### src/rtl/alu_seq.sv
// Registered, handshaked ALU: single-cycle logic/arith ops, iterative shifts and
// shift-add multiply. Result, zero and carry flags are held until the consumer accepts.
module alu_seq #(
    parameter int WIDTH = 8,
    parameter int SHW   = $clog2(WIDTH)
) (
    input  logic             clk,
    input  logic             rst_n,
    input  logic             in_valid,
    output logic             in_ready,
    input  logic [3:0]       op_code,
    input  logic [WIDTH-1:0] in_a,
    input  logic [WIDTH-1:0] in_b,
    output logic             out_valid,
    input  logic             out_ready,
    output logic [WIDTH-1:0] alu_out,
    output logic             a_is_zero,
    output logic             carry,
    output logic             busy
);

    typedef enum logic [1:0] {
        S_IDLE = 2'd0,
        S_BUSY = 2'd1,
        S_DONE = 2'd2
    } state_t;

    localparam logic [3:0] OP_ADD   = 4'd2;
    localparam logic [3:0] OP_AND   = 4'd3;
    localparam logic [3:0] OP_XOR   = 4'd4;
    localparam logic [3:0] OP_PASSB = 4'd5;
    localparam logic [3:0] OP_SUB   = 4'd8;
    localparam logic [3:0] OP_SHL   = 4'd9;
    localparam logic [3:0] OP_SHR   = 4'd10;
    localparam logic [3:0] OP_MUL   = 4'd11;

    state_t           state_q, state_d;
    logic [3:0]       op_q, op_d;
    logic [WIDTH-1:0] opa_q, opa_d;
    logic [WIDTH-1:0] acc_q, acc_d;
    logic [WIDTH-1:0] mq_q, mq_d;
    logic [SHW:0]     cnt_q, cnt_d;
    logic             sout_q, sout_d;
    logic [WIDTH-1:0] alu_out_q, alu_out_d;
    logic             zero_q, zero_d;
    logic             carry_q, carry_d;

    logic [WIDTH-1:0] res_s;
    logic             cry_s;
    logic             load_s;
    logic [WIDTH:0]   sum_s;
    logic [WIDTH:0]   dif_s;
    logic [WIDTH:0]   mstep_s;
    logic [SHW-1:0]   amt_s;

    // Next-state, iteration datapath and output-load decode.
    always_comb begin
        state_d   = state_q;
        op_d      = op_q;
        opa_d     = opa_q;
        acc_d     = acc_q;
        mq_d      = mq_q;
        cnt_d     = cnt_q;
        sout_d    = sout_q;
        alu_out_d = alu_out_q;
        zero_d    = zero_q;
        carry_d   = carry_q;
        res_s     = {WIDTH{1'b0}};
        cry_s     = 1'b0;
        load_s    = 1'b0;
        sum_s     = {1'b0, in_a} + {1'b0, in_b};
        dif_s     = {1'b0, in_a} - {1'b0, in_b};
        amt_s     = in_b[SHW-1:0];
        // {acc,mq} holds the partial product; mq's LSB selects whether A is added
        mstep_s   = {1'b0, acc_q} + (mq_q[0] ? {1'b0, opa_q} : {(WIDTH+1){1'b0}});

        case (state_q)
            S_IDLE: begin
                if (in_valid) begin
                    op_d   = op_code;
                    opa_d  = in_a;
                    acc_d  = {WIDTH{1'b0}};
                    mq_d   = in_b;
                    sout_d = 1'b0;
                    case (op_code)
                        OP_ADD:   begin res_s = sum_s[WIDTH-1:0]; cry_s = sum_s[WIDTH]; load_s = 1'b1; end
                        OP_AND:   begin res_s = in_a & in_b; load_s = 1'b1; end
                        OP_XOR:   begin res_s = in_a ^ in_b; load_s = 1'b1; end
                        OP_PASSB: begin res_s = in_b; load_s = 1'b1; end
                        OP_SUB:   begin res_s = dif_s[WIDTH-1:0]; cry_s = dif_s[WIDTH]; load_s = 1'b1; end
                        OP_SHL, OP_SHR: begin
                            if (amt_s == {SHW{1'b0}}) begin
                                res_s  = in_a;
                                load_s = 1'b1;
                            end else begin
                                cnt_d   = {1'b0, amt_s};
                                state_d = S_BUSY;
                            end
                        end
                        OP_MUL: begin
                            cnt_d   = (SHW+1)'(WIDTH);
                            state_d = S_BUSY;
                        end
                        default: begin res_s = in_a; load_s = 1'b1; end
                    endcase
                end else begin
                    state_d = S_IDLE;
                end
            end
            S_BUSY: begin
                cnt_d = cnt_q - {{SHW{1'b0}}, 1'b1};
                case (op_q)
                    OP_SHL: begin
                        opa_d  = {opa_q[WIDTH-2:0], 1'b0};
                        sout_d = opa_q[WIDTH-1];
                        res_s  = opa_d;
                        cry_s  = sout_d;
                    end
                    OP_SHR: begin
                        opa_d  = {1'b0, opa_q[WIDTH-1:1]};
                        sout_d = opa_q[0];
                        res_s  = opa_d;
                        cry_s  = sout_d;
                    end
                    OP_MUL: begin
                        acc_d = mstep_s[WIDTH:1];
                        mq_d  = {mstep_s[0], mq_q[WIDTH-1:1]};
                        res_s = mq_d;
                        cry_s = |acc_d;
                    end
                    default: begin
                        cnt_d   = {(SHW+1){1'b0}};
                        state_d = S_IDLE;
                    end
                endcase
                if (cnt_q == {{SHW{1'b0}}, 1'b1}) begin
                    load_s = 1'b1;
                end else begin
                    load_s = 1'b0;
                end
            end
            S_DONE: begin
                if (out_ready) begin
                    state_d = S_IDLE;
                end else begin
                    state_d = S_DONE;
                end
            end
            default: begin
                state_d = S_IDLE;
            end
        endcase

        if (load_s) begin
            alu_out_d = res_s;
            zero_d    = (res_s == {WIDTH{1'b0}});
            carry_d   = cry_s;
            state_d   = S_DONE;
        end else begin
            alu_out_d = alu_out_d;
        end
    end

    // State and datapath registers with synchronous active-low reset.
    always_ff @(posedge clk) begin
        if (!rst_n) begin
            state_q   <= S_IDLE;
            op_q      <= 4'd0;
            opa_q     <= {WIDTH{1'b0}};
            acc_q     <= {WIDTH{1'b0}};
            mq_q      <= {WIDTH{1'b0}};
            cnt_q     <= {(SHW+1){1'b0}};
            sout_q    <= 1'b0;
            alu_out_q <= {WIDTH{1'b0}};
            zero_q    <= 1'b0;
            carry_q   <= 1'b0;
        end else begin
            state_q   <= state_d;
            op_q      <= op_d;
            opa_q     <= opa_d;
            acc_q     <= acc_d;
            mq_q      <= mq_d;
            cnt_q     <= cnt_d;
            sout_q    <= sout_d;
            alu_out_q <= alu_out_d;
            zero_q    <= zero_d;
            carry_q   <= carry_d;
        end
    end

    assign in_ready  = (state_q == S_IDLE);
    assign busy      = (state_q == S_BUSY);
    assign out_valid = (state_q == S_DONE);
    assign alu_out   = alu_out_q;
    assign a_is_zero = zero_q;
    assign carry     = carry_q;

endmodule

### config.mk
export PLATFORM = sky130hd
export DESIGN_NAME = alu_seq
export DESIGN_NICKNAME = d
export VERILOG_FILES = /design/src/rtl/alu_seq.sv
export SDC_FILE = /design/constraint.sdc
export NUM_CORES = 1
export LEC_CHECK = 0
export ABC_AREA = 1
export ABC_CLOCK_PERIOD_IN_PS = 2690
export CORE_MARGIN = 3
export CORE_UTILIZATION = 32
export CTS_CLUSTER_DIAMETER = 80
export DETAILED_ROUTE_END_ITERATION = 8
export PLACE_DENSITY = 0.59
export SYNTH_ARGS = -nofsm -noshare
export SYNTH_HDL_FRONTEND = slang
export SYNTH_SLANG_ARGS = --single-unit
### constraint.sdc
create_clock -name clk -period 2.69 [get_ports clk]
set_input_delay 0.538 -clock clk [delete_from_list [all_inputs] [get_ports clk]]
set_output_delay 0.538 -clock clk [all_outputs]
set_load 0.05 [all_outputs]
==> results of run 1 <==
==> logic make-up after synthesis <==
| kind of cell | Yosys count |
|---|---|
| xor gates and xnor gates | 8 |
| DFF | 44 |
| AOI/OAI and AO/OA | 130 |
| and+or+nand+nor | 290 |
| buffers and inverters | 117 |
| adders and majority gates | 30 |
==> per-layer routing <==
| layer | vias up | routed length (um) |
|---|---|---|
| met2 | 125 | 5740 |
| met1 | 1957 | 6030 |
| met5 | - | 0 |
| met4 | 0 | 87 |
| li1 | 2201 | - |
| met3 | 9 | 610 |
==> cells in the mapped netlist, drive strengths merged <==
cell type,count,area (um2)
or2,3,18.8
o21ai,48,244
dfxtp,44,881
a22oi,1,12.5
a211oi,3,22.5
inv,98,368
o211a,2,20.0
a21oi,34,174
ha,27,338
o22ai,8,50.1
nor2,54,255
xor2,6,52.6
clkbuf,8,30.0
buf,10,50.1
o21bai,4,30.0
nand4,11,68.8
clkinv,1,5.00
nand3,58,300
xnor2,2,17.5
nor3,4,20.0
a2111oi,1,8.76
nand2,159,617
a31oi,15,93.8
and2,1,6.26
a21boi,2,15.0
o211ai,10,75.1
o21a,1,7.51
fa,3,60.1
a221oi,1,8.76
==> stage by stage <==
stage | utilization | TNS [ns] | total power [mW] | cell area, um2
floorplan | - | 0 | 1.14 | 3850
global placement | 0.411 | -0.758 | 1.42 | 4760
detailed placement | 0.411 | -0.660 | 1.42 | 4760
CTS | 0.426 | 0 | 2.14 | 4930
global route | 0.430 | -0.0147 | 2.26 | 4970
finish | 0.430 | 0 | 2.15 | 4970
==> sequential cells by signal, indices dropped and copies added (netlist names), 2 cells and up <==
name     flops
opa_q        8
state_q      2
mq_q         8
op_q         4
cnt_q        4
acc_q        8
alu_out      8
==> tightest hold or removal path: cells and delay by family (launching register included) <==
kind	cells	cell delay (ns)
AND/OR/NAND/NOR	1	0.06
AO/OA/AOI/OAI	1	0.05
flip-flops	1	0.31
==> power breakdown <==
group,switching [mW],internal (mW),total [mW]
Combinational,0.404,0.273,0.677
Clock,0.286,0.442,0.728
Sequential,0.0403,0.701,0.741
Total,0.730,1.42,2.15
==> layout make-up <==
class	instances	area, um2
fill	1218	6600
multi-input combinational	458	2550
sequential	44	881
timing repair buffer	96	811
inverter	99	373
tap	143	179
clock buffer	5	125
clock inverter	3	46.3
==> worst min path at each step <==
stage,from,to,slack [ns]
6_report,acc_q[4],acc_q[4],0.47
2_1_floorplan,acc_q[2],acc_q[2],0.45
5_1_grt,acc_q[2],acc_q[2],0.49
4_1_cts,acc_q[5],acc_q[5],0.48
3_5_place_dp,acc_q[5],acc_q[5],0.47
3_3_place_gp,op_q[3],op_q[3],0.46
==> flow_metrics.env, run 1 <==
export IMPL_grt_pass1_wl_um=20900
export IMPL_post_route_min_period_ns=2.53
export IMPL_synth_xor_area_frac=0.0182
export IMPL_synth_simple_gate_area_frac=0.334
export IMPL_wire_per_inst_um=14.7
export IMPL_setup_slack_ns=0.160
export IMPL_synthesis_area_mm2=0.00385
export IMPL_clock_skew_ns=0.0100
export IMPL_ant_nets=0
export IMPL_die_area_mm2=0.0134
export IMPL_synth_compound_area_frac=0.198
export IMPL_io_buffers=36
export IMPL_yosysWarnings=0
export IMPL_hp_class="flop to flop"
export IMPL_drc_errors=0
export IMPL_hold_viol_final=0
export IMPL_core_mm2=0.0116
export IMPL_ys_ff_latch=44
export IMPL_slowest_stage="clkdlybuf4s50_1"
export IMPL_cts_buffer_depth=2
export IMPL_drive_gt1_frac=0.156
export IMPL_dp_hpwl_um=9950
export IMPL_crit_path_frequent_cell="nand3_1"
export IMPL_holdWs_ns=0.472
export IMPL_slowest_delay_ns=0.45
export IMPL_grt_pass1_vias=4184
export IMPL_timing_fmax_ghz=0.395
export IMPL_clk_pin_slew_ns=0.07
export IMPL_power_density_mw_per_mm2=432
export IMPL_yosysUniqueCellTypes=39
export IMPL_startpoint_type="primary input"
export IMPL_cts_root_buffer="clkbuf_16"
export IMPL_num_vias=4292
export IMPL_status="finished, final reports clean"
export IMPL_syn2layout_area_growth_pct=29.0
export IMPL_grtUsageTotal=0.194
export IMPL_timing_rr_end="carry"
export IMPL_post_cts_buffers=0
export IMPL_antenna_found_initial=0
export IMPL_synthCells=619
export IMPL_synthAdderAreaFrac=0.103
export IMPL_rr_worst_depth=15
export IMPL_final_nets=758
export IMPL_avgViaCountPerCell=5.06
export IMPL_cts_sinks=44
export IMPL_dieWidth_um=116
export IMPL_critical_path_class="primary input to flop"
export IMPL_crit_end="a_is_zero"
export IMPL_dr_pass1_iters=5
export IMPL_cts_buffers=5
export IMPL_worstPathArrival_ns=2.76
export IMPL_syn_area_per_cell_um2=6.22
export IMPL_use_met3=0.0225
export IMPL_ys_seq_area_frac=0.229
export IMPL_placed_cells=840
export IMPL_worstPathBufferInverterCount=1
export IMPL_met2_usage=0.317
export IMPL_reg2reg_from="mq_q[0]"
export IMPL_vdd_drop_max_uv=252
export IMPL_wl_um=12500
export IMPL_drt_iter0_drc=398
export IMPL_finalSetupViolCount=0
export IMPL_grt_most_used_layer="met2"
export IMPL_clk_insertion_delay_late_ns=0.29
export IMPL_crit_cells=11
export IMPL_layout_cells_non_filler=848
export IMPL_final_common_cell="nand2_1"
export IMPL_crit_family="simple AND/OR/NAND/NOR gates"
export IMPL_crit_path_end_kind="flop"
export IMPL_met1_usage=0.282
export IMPL_placementRows=39
export IMPL_layout_common_cells="nand2_1 (153), inv_1 (89), buf_4 (61)"
export IMPL_num_antenna_cells=0
export IMPL_r2r_setup_slack_ns=0.34
export IMPL_cts_resized=0
export IMPL_synth_top_family_by_area="simple AND/OR/NAND/NOR gates"
export IMPL_cellLeakagePower_nw=2.48
export IMPL_worstPathCellList="clkdlybuf4s50_1 > ha_1 > fa_1 > or2_2 > nand3_1 > nand4_1 > nand2_1 > nand3_1 > nor2_1 > nand3_1 > a21oi_2"
export IMPL_period_share=0.940
export IMPL_cp_required_ns=2.92
export IMPL_grt_overflow=0
export IMPL_gp_congestion=0.960
export IMPL_synthMuxAreaShare=0
export IMPL_hold_buffers=0
export IMPL_path_max_fanout=3
export IMPL_pin_count=37
export IMPL_die_h_um=116
export IMPL_drv_slew=0
export IMPL_start_util=0.333
export IMPL_max_slew_margin=0.624
export IMPL_htree_levels=2
export IMPL_drv_cap=0
export IMPL_cts_tree="yes"
export IMPL_grt_max_degree=26
export IMPL_place_ws_ns=-0.146
export IMPL_syn_nets=673
export IMPL_hold_path_cell_count=2
export IMPL_critPathLaunch="in_b[0]"
export IMPL_tightest_slew_ns=0.562
(Power assumes the default switching activity.)
==> run 2, diff against run 1 <==
--- a/config.mk
+++ b/config.mk
@@ -9,6 +9,7 @@
 export ABC_CLOCK_PERIOD_IN_PS = 2690
 export CORE_MARGIN = 3
 export CORE_UTILIZATION = 32
+export CTS_BUF_LIST = sky130_fd_sc_hd__clkbuf_8
 export CTS_CLUSTER_DIAMETER = 80
 export DETAILED_ROUTE_END_ITERATION = 8
 export PLACE_DENSITY = 0.59
==> flow_metrics.env, run 2 (same netlist as run 1, synthesis figures left out) <==
export IMPL_status="finished, final reports clean"
export IMPL_post_route_min_period_ns=2.49
export IMPL_drive_gt1_frac=0.156
export IMPL_max_slew_margin=0.624
export IMPL_drv_cap=0
export IMPL_avgViaCountPerCell=5.09
export IMPL_cellLeakagePower_nw=2.45
export IMPL_cts_buffers=5
export IMPL_cts_root_buffer="clkbuf_8"
export IMPL_timing_fmax_ghz=0.402
export IMPL_clock_skew_ns=0.0123
export IMPL_grt_pass1_vias=4192
export IMPL_holdWs_ns=0.477
export IMPL_grt_max_degree=26
export IMPL_io_buffers=36
export IMPL_hold_buffers=0
export IMPL_cts_tree="yes"
export IMPL_wl_um=12500
export IMPL_crit_path_end_kind="flop"
export IMPL_layout_common_cells="nand2_1 (153), inv_1 (89), buf_4 (61)"
export IMPL_placed_cells=840
export IMPL_finalSetupViolCount=0
export IMPL_dp_hpwl_um=9950
export IMPL_htree_levels=2
export IMPL_worstPathArrival_ns=2.74
export IMPL_drt_iter0_drc=374
export IMPL_final_common_cell="nand2_1"
export IMPL_syn2layout_area_growth_pct=27.6
export IMPL_placementRows=39
export IMPL_vdd_drop_max_uv=301
export IMPL_r2r_setup_slack_ns=0.33
export IMPL_post_cts_buffers=0
export IMPL_grt_overflow=0
export IMPL_start_util=0.333
export IMPL_clk_pin_slew_ns=0.10
export IMPL_num_antenna_cells=0
export IMPL_setup_slack_ns=0.203
export IMPL_hold_viol_final=0
export IMPL_cts_buffer_depth=2
export IMPL_num_vias=4317
export IMPL_drc_errors=0
export IMPL_power_density_mw_per_mm2=401
export IMPL_pin_count=37
export IMPL_drv_slew=0
export IMPL_place_ws_ns=-0.146
export IMPL_grtUsageTotal=0.194
export IMPL_startpoint_type="primary input"
export IMPL_cts_resized=0
export IMPL_hp_class="flop to flop"
export IMPL_cp_required_ns=2.95
export IMPL_tightest_slew_ns=0.562
export IMPL_grt_pass1_wl_um=20900
export IMPL_gp_congestion=0.960
export IMPL_dieWidth_um=116
export IMPL_critical_path_class="primary input to flop"
export IMPL_antenna_found_initial=0
export IMPL_period_share=0.925
export IMPL_layout_cells_non_filler=848
export IMPL_dr_pass1_iters=5
export IMPL_core_mm2=0.0116
export IMPL_wire_per_inst_um=14.7
export IMPL_ant_nets=0
export IMPL_die_h_um=116
export IMPL_die_area_mm2=0.0134
export IMPL_path_max_fanout=3
export IMPL_clk_insertion_delay_late_ns=0.31
export IMPL_final_nets=758
export IMPL_design_power_total_mw=1.97
export IMPL_cts_sinks=44
run 2: path summary, 6_finish.rpt:
| check | startpoint | endpoint | depth (start not counted) |
|---|---|---|---|
| max reg2reg | mq_q[0] | carry | 15 |
| min | acc_q[4] | acc_q[4] | 2 |
| max | in_b[0] | a_is_zero | 11 |
| min reg2reg | acc_q[4] | acc_q[4] | 2 |
run 2: per-layer routing:
layer  vias to the layer above  global-route usage  part of all wire
li1                       2203                   -                 -
met1                      1971               0.283              0.48
met2                       132               0.316              0.46
met3                        11              0.0209             0.049
met4                         0              0.0286            0.0074
met5                         -                   0                 0
run 2: worst max-delay path, stage by stage:
cell             delay [ns]
clkdlybuf4s50_1        0.45
ha_1                   0.24
fa_1                   0.42
or2_2                  0.31
nand3_1                0.08
nand4_1                0.13
nand2_1                0.09
nand3_1                0.13
nor2_1                 0.14
nand3_1                0.09
a21oi_2                0.12
run 2: per-stage QoR:
stage,TNS [ns],util,instance area [um2]
after detailed placement,-0.660,0.411,4760
final,0,0.425,4910
after floorplan,0,-,3850
after global placement,-0.758,0.411,4760
after global routing,-0.0255,0.425,4910
after CTS,0,0.421,4870
run 2: report_power, final:
part	switching (mW)	total [mW]	internal [mW]	leakage, nW
sequential	0.0407	0.741	0.700	0.362
combinational	0.404	0.676	0.273	2.03
clock	0.269	0.550	0.280	0.0548
run 2: layout make-up:
cell class                      instances  area [um2]
Timing Repair Buffer                   96         811
Multi-Input combinational cell        458        2550
Inverter                               99         373
Sequential cell                        44         881
Clock inverter                          3        46.3
Fill cell                            1228        6650
Tap cell                              143         179
Clock buffer                            5        68.8
